===== config.mk =====
export PLATFORM = sky130hd
export DESIGN_NAME = mem_bus_arbiter
export DESIGN_NICKNAME = d
export VERILOG_FILES = /design/src/rtl/mem_bus_arbiter.sv
export SDC_FILE = /design/constraint.sdc
export NUM_CORES = 1
export LEC_CHECK = 0
export CORE_AREA = 10 10 156 158
export CTS_CLUSTER_DIAMETER = 200
export CTS_CLUSTER_SIZE = 20
export DETAILED_ROUTE_END_ITERATION = 10
export DIE_AREA = 0 0 166 168
export GPL_TIMING_DRIVEN = 0
export PLACE_DENSITY = 0.6
export SLEW_MARGIN = 25
export SYNTH_ARGS = -nofsm -noshare
export SYNTH_HDL_FRONTEND = slang
export SYNTH_SLANG_ARGS = --single-unit

===== constraint.sdc =====
create_clock -name clk -period 2.42 [get_ports clk]
set_input_delay 0.242 -clock clk [delete_from_list [all_inputs] [get_ports clk]]
set_output_delay 0.242 -clock clk [all_outputs]
set_load 0.01 [all_outputs]

===== src/rtl/mem_bus_arbiter.sv =====
// mem_bus_arbiter: arbitrates Dcache, Icache and prefetcher requests onto a
// single memory command bus. Returned data tags are routed back to the
// requester that owns each tag. The request and return paths are purely
// combinational, so the arbiter adds no latency. The age counter keeps the
// prefetcher from being starved by the Icache.
module mem_bus_arbiter (
    input  logic        clk,
    input  logic        rst,
    input  logic [1:0]  d_cmd_i,
    input  logic [63:0] d_addr_i,
    input  logic [63:0] d_data_i,
    input  logic [1:0]  i_cmd_i,
    input  logic [63:0] i_addr_i,
    input  logic [1:0]  p_cmd_i,
    input  logic [63:0] p_addr_i,
    input  logic [3:0]  mem_response_i,
    input  logic [3:0]  mem_tag_i,
    output logic [1:0]  mem_cmd_o,
    output logic [63:0] mem_addr_o,
    output logic [63:0] mem_data_o,
    output logic [3:0]  d_response_o,
    output logic [3:0]  i_response_o,
    output logic [3:0]  p_response_o,
    output logic [3:0]  d_tag_o,
    output logic [3:0]  i_tag_o,
    output logic [3:0]  p_tag_o
);

    localparam logic [1:0] BUS_NONE = 2'd0;

    typedef enum logic {ST_IDLE, ST_LOCKED} state_t;
    typedef enum logic [1:0] {OWN_D = 2'd0, OWN_I = 2'd1, OWN_P = 2'd2} owner_t;

    state_t     state_q, state_d;
    owner_t     owner_q, owner_d;
    logic [2:0] age_q, age_d;

    // Owner table, one entry per nonzero memory tag.
    logic       tbl_valid_q [1:15];
    logic       tbl_valid_d [1:15];
    owner_t     tbl_owner_q [1:15];
    owner_t     tbl_owner_d [1:15];

    logic   d_pend, i_pend, p_pend;
    logic   grant_vld;
    owner_t grant_owner;
    logic   ack;
    logic   ret_hit;
    owner_t ret_owner;

    assign d_pend = (d_cmd_i != BUS_NONE);
    assign i_pend = (i_cmd_i != BUS_NONE);
    assign p_pend = (p_cmd_i != BUS_NONE);

    // Grant selection: the locked owner has exclusive use of the bus; otherwise
    // the fixed priority is D > I > P, and P moves ahead of I once it has aged.
    always_comb begin
        grant_vld   = 1'b0;
        grant_owner = OWN_D;
        if (!rst) begin
            if (state_q == ST_LOCKED) begin
                grant_owner = owner_q;
                case (owner_q)
                    OWN_D:   grant_vld = d_pend;
                    OWN_I:   grant_vld = i_pend;
                    OWN_P:   grant_vld = p_pend;
                    default: grant_vld = 1'b0;
                endcase
            end else if (d_pend) begin
                grant_vld   = 1'b1;
                grant_owner = OWN_D;
            end else if (p_pend && age_q == 3'd7) begin
                grant_vld   = 1'b1;
                grant_owner = OWN_P;
            end else if (i_pend) begin
                grant_vld   = 1'b1;
                grant_owner = OWN_I;
            end else if (p_pend) begin
                grant_vld   = 1'b1;
                grant_owner = OWN_P;
            end
        end
    end

    assign ack = grant_vld && (mem_response_i != 4'd0);

    // Forward the grantee's request to memory. Only the Dcache carries store data.
    always_comb begin
        mem_cmd_o  = BUS_NONE;
        mem_addr_o = 64'd0;
        mem_data_o = 64'd0;
        if (grant_vld) begin
            case (grant_owner)
                OWN_D: begin
                    mem_cmd_o  = d_cmd_i;
                    mem_addr_o = d_addr_i;
                    mem_data_o = d_data_i;
                end
                OWN_I: begin
                    mem_cmd_o  = i_cmd_i;
                    mem_addr_o = i_addr_i;
                end
                OWN_P: begin
                    mem_cmd_o  = p_cmd_i;
                    mem_addr_o = p_addr_i;
                end
                default: ;
            endcase
        end
    end

    // Route the memory ack to the grantee only.
    always_comb begin
        d_response_o = (ack && grant_owner == OWN_D) ? mem_response_i : 4'd0;
        i_response_o = (ack && grant_owner == OWN_I) ? mem_response_i : 4'd0;
        p_response_o = (ack && grant_owner == OWN_P) ? mem_response_i : 4'd0;
    end

    // Look up the owner of the returning tag; tags without a valid entry are dropped.
    always_comb begin
        ret_hit   = 1'b0;
        ret_owner = OWN_D;
        for (int k = 1; k < 16; k++) begin
            if (!rst && mem_tag_i == 4'(k) && tbl_valid_q[k]) begin
                ret_hit   = 1'b1;
                ret_owner = tbl_owner_q[k];
            end
        end
    end

    // Route the returned tag to its owner.
    always_comb begin
        d_tag_o = (ret_hit && ret_owner == OWN_D) ? mem_tag_i : 4'd0;
        i_tag_o = (ret_hit && ret_owner == OWN_I) ? mem_tag_i : 4'd0;
        p_tag_o = (ret_hit && ret_owner == OWN_P) ? mem_tag_i : 4'd0;
    end

    // Owner table update. A return invalidates its entry first; a new ack is
    // applied afterwards, so it wins when both name the same tag.
    always_comb begin
        tbl_valid_d = tbl_valid_q;
        tbl_owner_d = tbl_owner_q;
        for (int k = 1; k < 16; k++) begin
            if (ret_hit && mem_tag_i == 4'(k)) begin
                tbl_valid_d[k] = 1'b0;
            end
            if (ack && mem_response_i == 4'(k)) begin
                tbl_valid_d[k] = 1'b1;
                tbl_owner_d[k] = grant_owner;
            end
        end
    end

    // Next state for the lock FSM and the prefetch age counter.
    always_comb begin
        state_d = state_q;
        owner_d = owner_q;
        age_d   = age_q;
        if (grant_vld) begin
            if (ack) begin
                state_d = ST_IDLE;
            end else begin
                state_d = ST_LOCKED;
                owner_d = grant_owner;
            end
        end else begin
            // Either nothing is pending, or the locked owner has withdrawn.
            state_d = ST_IDLE;
        end

        if (!p_pend) begin
            age_d = 3'd0;
        end else if (ack && grant_owner == OWN_P) begin
            age_d = 3'd0;
        end else if (!(grant_vld && grant_owner == OWN_P) && age_q != 3'd7) begin
            age_d = age_q + 3'd1;
        end
    end

    // State registers; reset overrides every other update.
    always_ff @(posedge clk) begin
        if (rst) begin
            state_q <= ST_IDLE;
            owner_q <= OWN_D;
            age_q   <= 3'd0;
        end else begin
            state_q <= state_d;
            owner_q <= owner_d;
            age_q   <= age_d;
        end
    end

    // Owner table registers; reset discards every outstanding tag.
    always_ff @(posedge clk) begin
        if (rst) begin
            for (int k = 1; k < 16; k++) begin
                tbl_valid_q[k] <= 1'b0;
                tbl_owner_q[k] <= OWN_D;
            end
        end else begin
            tbl_valid_q <= tbl_valid_d;
            tbl_owner_q <= tbl_owner_d;
        end
    end

endmodule


Word-level counts from Yosys, hierarchy flattened. Index checks and enable logic that the tools add are counted.

Input bits: 272. Register bits: 51. Word-level logic and storage cells: 258. Output and inout port bits: 154.

Muxes and demuxes: 86. Bitwise gates (word level): 3. Reduce and logical (&&, ||, !) cells: 97. Add/sub/neg operators: 1. Equality and inequality tests: 38.

Operators by type and width (count): $mux 64 (3); $pmux 64 s3 (1); $logic_and 1x1->1 (70); $eq 4x4->1 const B (16); $mux 1 (52); $mux 2 (22); $reduce_bool 2->1 (18); $eq 4x3->1 const B (8); $mux 4 (6); $eq 4x2->1 const B (4); $eq 4x1->1 const B (2); $eq 2x1->1 const B (3); $eq 2x2->1 const B (3); $logic_not 2->1 (3); $pmux 2 s3 (1); $reduce_bool 4->1 (1); $add 3x1->3 const B (1); $eq 3x3->1 const B (1); $ne 3x3->1 const B (1); $not 1->1 (3); $pmux 1 s3 (1); $reduce_or 3->1 (1); $logic_not 1->1 (2); $reduce_and 2->1 (1); $reduce_or 2->1 (1).

Logic depth before layout (Yosys ltp). Gate-level depths: netlist of run 1.

Depth in word-level cells: 21. Gate-level depth with buffers: 10. Mapped depth without buffers: 8.

Worst setup path before layout of run 1. No wires, ideal clock.

Path type: reg-to-output. From: register age_q[0]. To: output mem_addr_o[10]. Data required time: 2.178 ns. Cell stages (with the launch flop): 10. Setup slack: -0.053 ns. Arrival: 2.231 ns. Path through: dfxtp_1 > ha_1 > ha_1 > o21ba_2 > o41ai_4 > o21bai_1 > clkbuf_1 > clkbuf_1 > a2bb2oi_1 > nor2_1.

Longest elaborated chain between the ends: 9. Elaborated cells between the ends (all ways): 15. Those cells by class: 3 x eq/ne; 10 x mux; 2 x reduce/logical.

Ends and longest elaborated chain: from (decl) (line 36) `logic [2:0] age_q, age_d;`; from (signal assigned) (line 189) `age_q <= age_d;`; $eq 3x3->1 (*) (line 72) `end else if (p_pend && age_q == 3'd7) begin`; $logic_and 1x1->1 (*) (line 72); $mux 2 (line 72); $mux 2 (line 69) `end else if (d_pend) begin`; $mux 2 (line 61) `if (state_q == ST_LOCKED) begin`; $mux 2 (line 60) `if (!rst) begin`; $eq 2x2->1 (tied with other cells) (line 93) `case (grant_owner)`; $pmux 64 s3 (line 93); $mux 64 (*) (line 92) `if (grant_vld) begin`; to (decl) (line 19) `output logic [63:0] mem_addr_o,`.

Mark *: on every way between the ends. The rest lies on a longest branch, timed or not.

Final worst setup path of run 1.
From: register age_q[0]. To: output mem_addr_o[12].

Same word-level chain as after synthesis.

==> impl_metrics.tcl, run 1 <==
set metrics [dict create \
    rsz0062_at_grt "yes" \
    stdcell_count 1473 \
    place_inst 1346 \
    power_density_nw_per_um2 289 \
    synth_top_cells_by_area "dfxtp_1, a2bb2oi_1, a22oi_1" \
    status "complete, but fails checks" \
    num_vias 7631 \
    synthFlopType "dfxtp_1" \
    finalInstanceArea_um2 12300 \
    finalPower_mw 3.55 \
    ant_nets 0 \
    clock_latency_ns 0.30 \
    yosysTopAreaCellShare_pct 21.3 \
    io_pins 426 \
    synth_warnings 0 \
    rows 54 \
    syn-num-nets 917 \
    hold_class "input pin to flop" \
    ir_drop_uv 267 \
    ys_async_sr_fraction_pct 0 \
    cts_hold_buf 0 \
    drc 0 \
    synth_cell_type_count 62 \
    drive_gt1_share_pct 49.6 \
    skew_ns 0.00624 \
    layout_setup_ws_ns -0.340 \
    dp_hpwl_mm 29.7 \
    dpl_cell_area_um2 9390 \
    crit_chain "ha_4 -> ha_4 -> o21ba_4 -> o41ai_4 -> buf_4 -> buf_6 -> nor2b_4 -> buf_12 -> buf_12 -> a22oi_2 -> a2bb2oi_2 -> nor2_1 -> buf_2" \
    violations "negative setup slack" \
    die_area_um2 27900 \
    final_nets 1456 \
    grt_max_degree 18 \
    cp_slowest_cell "dfxtp_2" \
    period_minus_slack_ns 2.76 \
    cp_max_fo 8 \
    viasPerCell 5.18 \
    finalHoldViolations 0 \
    worstPathRequired_ns 2.18 \
    finalSetupViolations 150 \
    cts-buffers-inserted 5 \
    grt_use_total_pct 25.4 \
    final_cell_mix "clkdlybuf4s50_1, buf_6, nor2_1, and3_4, buf_4" \
    drtIter0Drc 522 \
    arrival_ns 2.52 \
    dieWidth_um 166 \
    yosysSeqAreaShare_pct 21.3 \
    slowest_delay_ns 0.36 \
    crit_path_start_kind "flop" \
    synthCells 643 \
    maxCapViolations 0 \
    wirelength_mm 38.8 \
    max_freq_mhz 362 \
    critPathCaptureType "primary output" \
    worst_pin_slew_ns 0.820 \
    syn_to_final_growth_pct 156 \
    finalCritPeriodShare_pct 114 \
    cts_root_buf "clkbuf_16" \
    io_buffers 423 \
    drt_pass1_iterations 5 \
    ys_ff_latch 51 \
    critPathKind "flop to primary output" \
    pre_cts_slack_ns -1.71 \
    cts_max_path_buffers 2 \
    fp.dieH_um 168 \
    gp_congestion 0.924 \
    timing.slew.headroom_pct 45.3 \
    report.final.slew_viol_count 0 \
    grt_pass1_wl_mm 54.6 \
    tritoncts "done" \
    grt_pass1_vias 7516 \
    core-area_um2 21400 \
    syn_area_um2 4800 \
    power.leakage_nw 5.13 \
    antenna_found_initial 21 \
    synth_top_cell_by_area "dfxtp_1" \
    final_core_util_pct 57.4 \
    wl_per_cell_um 26.3 \
    path_clk_slew_ns 0.07 \
    gr-total-overflow 0 \
    layout_commonest_cell "clkdlybuf4s50_1" \
    cts.sinks 51 \
    synth_edf_count 0 \
    htreeDepth 2 \
    start_util_pct 22.4 \
    syn_avg_cell_area_um2 7.46 \
]
==> where the power goes <==
| part | leakage, nW | internal, mW | switching, mW |
|---|---|---|---|
| Clock | 0.0805 | 0.492 | 0.341 |
| Sequential | 0.415 | 0.856 | 0.00940 |
| Combinational | 4.64 | 1.10 | 0.754 |
==> final timing paths <==
kind                                     from                     endpoint  slack (ns)  cells after the start
setup / recovery        age_q[0]$_SDFFE_PP0P_               mem_addr_o[12]       -0.34                     13
hold / removal                            rst  tbl_valid_q[7]$_SDFFE_PP0P_        0.35                      3
setup reg to reg        age_q[0]$_SDFFE_PP0P_  tbl_owner_q[6]$_SDFFE_PP0P_        0.16                      9
hold reg to reg   tbl_owner_q[7]$_SDFFE_PP0P_  tbl_owner_q[7]$_SDFFE_PP0P_        0.47                      2
==> critical path: cells and delay by family, from the launching register on <==
| kind | cells | cell delay [ns] |
|---|---|---|
| flops | 1 | 0.36 |
| fa+ha+maj | 2 | 0.28 |
| compound gates | 4 | 0.74 |
| simple gates | 2 | 0.10 |
| buf+inv | 5 | 0.73 |
==> area by class of cell <==
type | count | area, um2
fillers | 1878 | 9120
repair buffers | 532 | 5090
multi-input cells | 508 | 4800
flip-flops and latches | 51 | 1030
plain buffers | 70 | 772
well taps | 280 | 350
clock buffers | 5 | 125
inverters | 14 | 52.6
clock inverters | 3 | 46.3
diodes | 10 | 25.0
==> timing repair <==
item	CTS	global route
gates resized for setup	945	268
buffers inserted	62	40
setup endpoints to repair	163	164
cloned	9	3
pin swaps	86	86
==> cells by family after synthesis <==
family	synth area share, %
fa+ha+maj	0.521
simple gates	30.3
flops	21.3
compound gates	34.9
mux	5.01
xor+xnor	0.183
buf+inv	7.87
==> sequential cells by signal (all words and copies together), names as in the netlist <==
signal       flops
age_q            3
tbl_valid_q     15
owner_q          2
state_q          1
tbl_owner_q     30
==> per-layer routing <==
layer,vias up,share of wire [%],track usage (%)
li1,3550,-,-
met1,3672,40,29.8
met2,334,49,42.9
met5,-,0.29,0
met4,18,1.5,3.74
met3,57,9.4,10.7
==> synth_stat cells (2+ instances only) <==
master / n
a31o_2: 2
a2bb2oi_1: 66
nor4_2: 2
a2111o_1: 2
nand3b_1: 3
buf_6: 3
inv_1: 14
a221o_1: 3
nand2b_1: 14
or2_2: 3
nor3_1: 11
buf_2: 20
nor4_1: 4
and3_1: 77
dfxtp_1: 51
o41ai_4: 2
nor2_1: 110
buf_4: 3
nand2_1: 6
o22ai_1: 2
a21oi_1: 15
a221oi_1: 2
a211oi_1: 14
clkbuf_1: 45
o21ai_0: 12
nand3_1: 12
o2111ai_1: 4
or3b_2: 2
mux2i_1: 24
ha_1: 2
a22oi_1: 66
nand4_1: 6
nor2b_1: 7
o21bai_1: 2
and4_1: 5
==> stage by stage <==
| step | setup TNS [ns] | hold WS, ns |
|---|---|---|
| global placement | -202.85 | 0.446 |
| global route | -40.30 | 0.361 |
| floorplan | 0 | 0.432 |
| CTS | -42.26 | 0.348 |
| finish | -26.43 | 0.350 |
| detailed placement | -199.29 | 0.452 |
Power figures use the tool's default switching activity.
==> inputs of run 2 (changes only) <==
--- a/config.mk
+++ b/config.mk
@@ -11,6 +11,7 @@
 export DETAILED_ROUTE_END_ITERATION = 10
 export DIE_AREA = 0 0 166 168
 export GPL_TIMING_DRIVEN = 0
+export HOLD_SLACK_MARGIN = 0.1
 export PLACE_DENSITY = 0.6
 export SLEW_MARGIN = 25
 export SYNTH_ARGS = -nofsm -noshare
==> results of run 2 <==
The final DEF is identical to that of run 1; final timing and power are the same.
==> inputs of run 3 (changes only) <==
--- a/config.mk
+++ b/config.mk
@@ -12,7 +12,7 @@
 export DIE_AREA = 0 0 166 168
 export GPL_TIMING_DRIVEN = 0
 export HOLD_SLACK_MARGIN = 0.1
-export PLACE_DENSITY = 0.6
+export PLACE_DENSITY_LB_ADDON = 0.25
 export SLEW_MARGIN = 25
 export SYNTH_ARGS = -nofsm -noshare
 export SYNTH_HDL_FRONTEND = slang
==> impl_metrics.tcl, run 3 (synthesis results as in run 1) <==
set metrics [dict create \
    power_switching_mw 1.07 \
    violations "negative setup slack" \
    endpoint "mem_addr_o[23]" \
    cp_slowest_cell "dfxtp_2" \
    finalHoldViolations 0 \
    path_clk_slew_ns 0.07 \
    core-area_um2 21400 \
    slowest_delay_ns 0.36 \
    finalInstanceArea_um2 11900 \
    cts-buffers-inserted 5 \
    cts_hold_buf 0 \
    start_util_pct 22.4 \
    cp_max_fo 7 \
    report.final.slew_viol_count 0 \
    hold_class "input pin to flop" \
    max_freq_mhz 361 \
    cts.sinks 51 \
    drt_pass1_iterations 5 \
    p_seq_share_pct 25.0 \
    wirelength_mm 39.6 \
    combPwrFrac_pct 51.9 \
    r2r_slack_ns 0.16 \
    wl_per_cell_um 27.2 \
    critPathKind "flop to primary output" \
    viasPerCell 5.19 \
    finalPower_mw 3.46 \
    crit_path_start_kind "flop" \
    cts_max_path_buffers 2 \
    largest_reg_flops 30 \
    finalCritPeriodShare_pct 114 \
    reg_top3 "tbl_owner_q x30, tbl_valid_q x15, age_q x3" \
    final_cell_mix "clkdlybuf4s50_1, buf_6, nor2_1, and3_4, buf_2" \
    fin_tns_setup_ns -27.80 \
    num_vias 7542 \
    power.leakage_nw 4.97 \
    dieWidth_um 166 \
    path_delay_family "compound AO/OA/AOI/OAI gates" \
    io_buffers 423 \
    worst_pin_slew_ns 0.746 \
    grt_pass1_vias 7372 \
    die_area_um2 27900 \
    ir_drop_uv 336 \
    switching_share_pct 30.9 \
    crit_buf_inv 5 \
    pre_cts_slack_ns -1.44 \
    reg2reg_depth 10 \
    crit_start "age_q[1]$_SDFFE_PP0P_" \
    intPower_mw 2.39 \
    layout_setup_ws_ns -0.349 \
    maxCapViolations 0 \
    reg2reg_from "age_q[1]$_SDFFE_PP0P_" \
    regMostFlops "tbl_owner_q" \
    clkPwrFrac_pct 23.1 \
    met3_length_mm 4.39 \
    skew_ns 0.00616 \
    rsz0062_at_grt "yes" \
    drtIter0Drc 619 \
    cts_root_buf "clkbuf_16" \
    crit_chain "ha_4 -> ha_4 -> o21ba_4 -> o41ai_4 -> buf_4 -> nor2b_4 -> buf_12 -> buf_8 -> buf_8 -> a22oi_2 -> a2bb2oi_2 -> nor2_1 -> buf_2" \
    gp_congestion 0.960 \
    dpl_cell_area_um2 9390 \
    worstPathRequired_ns 2.18 \
    fp.dieH_um 168 \
    r2r_end "tbl_owner_q[14]$_SDFFE_PP0P_" \
    timing.slew.headroom_pct 50.2 \
    ant_nets 0 \
    dr_wl_met2_mm 18.1 \
    rows 54 \
    tritoncts "done" \
    arrival_ns 2.53 \
    gr-total-overflow 0 \
    drive_gt1_share_pct 46.2 \
    antenna_found_initial 29 \
    drc 0 \
    syn_to_final_growth_pct 148 \
    finalSetupViolations 152 \
    dp_hpwl_mm 30.9 \
    final_nets 1430 \
    layout_commonest_cell "clkdlybuf4s50_1" \
    htreeDepth 2 \
    cp_num_cells 13 \
    grt_pass1_wl_mm 54.8 \
    io_pins 426 \
    clock_latency_ns 0.29 \
    dr.max_layer_used "met5" \
    status "complete, but fails checks" \
    grt_max_degree 16 \
    critPathCaptureType "primary output" \
    power_density_nw_per_um2 291 \
    grt_use_total_pct 25.8 \
    drt-met1-wl_mm 16.4 \
    period_minus_slack_ns 2.77 \
]
[run 3: power groups by stage]
stage	clock network [mW]	registers (mW)	logic (mW)
6_report	0.800	0.865	1.80
5_1_grt	0.836	0.866	1.88
4_1_cts	0.805	0.864	1.58
3_5_place_dp	0	0.881	1.42
3_3_place_gp	0	0.881	1.41
2_1_floorplan	0	0.880	0.498
[run 3: metal layers]
layer / global-route usage, % / vias up
met3: 12.5 / 55
met5: 0 / -
met2: 41.4 / 329
li1: - / 3501
met4: 2.89 / 22
met1: 31.4 / 3635
[run 3: what timing repair did]
| item | CTS | global route |
|---|---|---|
| setup buffers | 59 | 18 |
| pin swaps | 76 | 82 |
| gates cloned | 9 | 2 |
| endpoints found under the setup margin | 160 | 156 |
| resized for setup | 904 | 233 |
[run 3: cell type report]
type / instances / area, um2
Timing Repair Buffer: 507 / 4920
Buffer: 70 / 723
Antenna cell: 17 / 42.5
Clock buffer: 5 / 125
Inverter: 14 / 52.6
Tap cell: 280 / 350
Clock inverter: 2 / 37.5
Fill cell: 1928 / 9530
Sequential cell: 51 / 1020
Multi-Input combinational cell: 507 / 4620
[run 3: worst min path at each step]
stage          slack (ns)                          from                      endpoint  depth (start not counted)
6_report             0.36                           rst   tbl_valid_q[7]$_SDFFE_PP0P_                          3
5_1_grt              0.39                           rst   tbl_valid_q[7]$_SDFFE_PP0P_                          3
4_1_cts              0.38                           rst   tbl_valid_q[7]$_SDFFE_PP0P_                          3
3_5_place_dp         0.45  tbl_valid_q[12]$_SDFFE_PP0P_  tbl_valid_q[12]$_SDFFE_PP0P_                          2
3_3_place_gp         0.44  tbl_valid_q[12]$_SDFFE_PP0P_  tbl_valid_q[12]$_SDFFE_PP0P_                          2
2_1_floorplan        0.43  tbl_valid_q[12]$_SDFFE_PP0P_  tbl_valid_q[12]$_SDFFE_PP0P_                          2
[run 3: worst min-delay path, delay by kind of cell]
kind	cells	cell delay, ns
buffers and inverters	1	0.07
AND/OR/NAND/NOR	1	0.16
AO/OA/AOI/OAI	1	0.12
[run 3: stage by stage]
step / util, % / cells / hold slack (ns)
final: 55.5 / 1453 / 0.360
after global routing: 55.3 / 1437 / 0.392
after CTS: 50.6 / 1421 / 0.376
after detailed placement: 43.8 / 1346 / 0.446
after global placement: 43.8 / 1346 / 0.445
after floorplan: - / 643 / 0.432
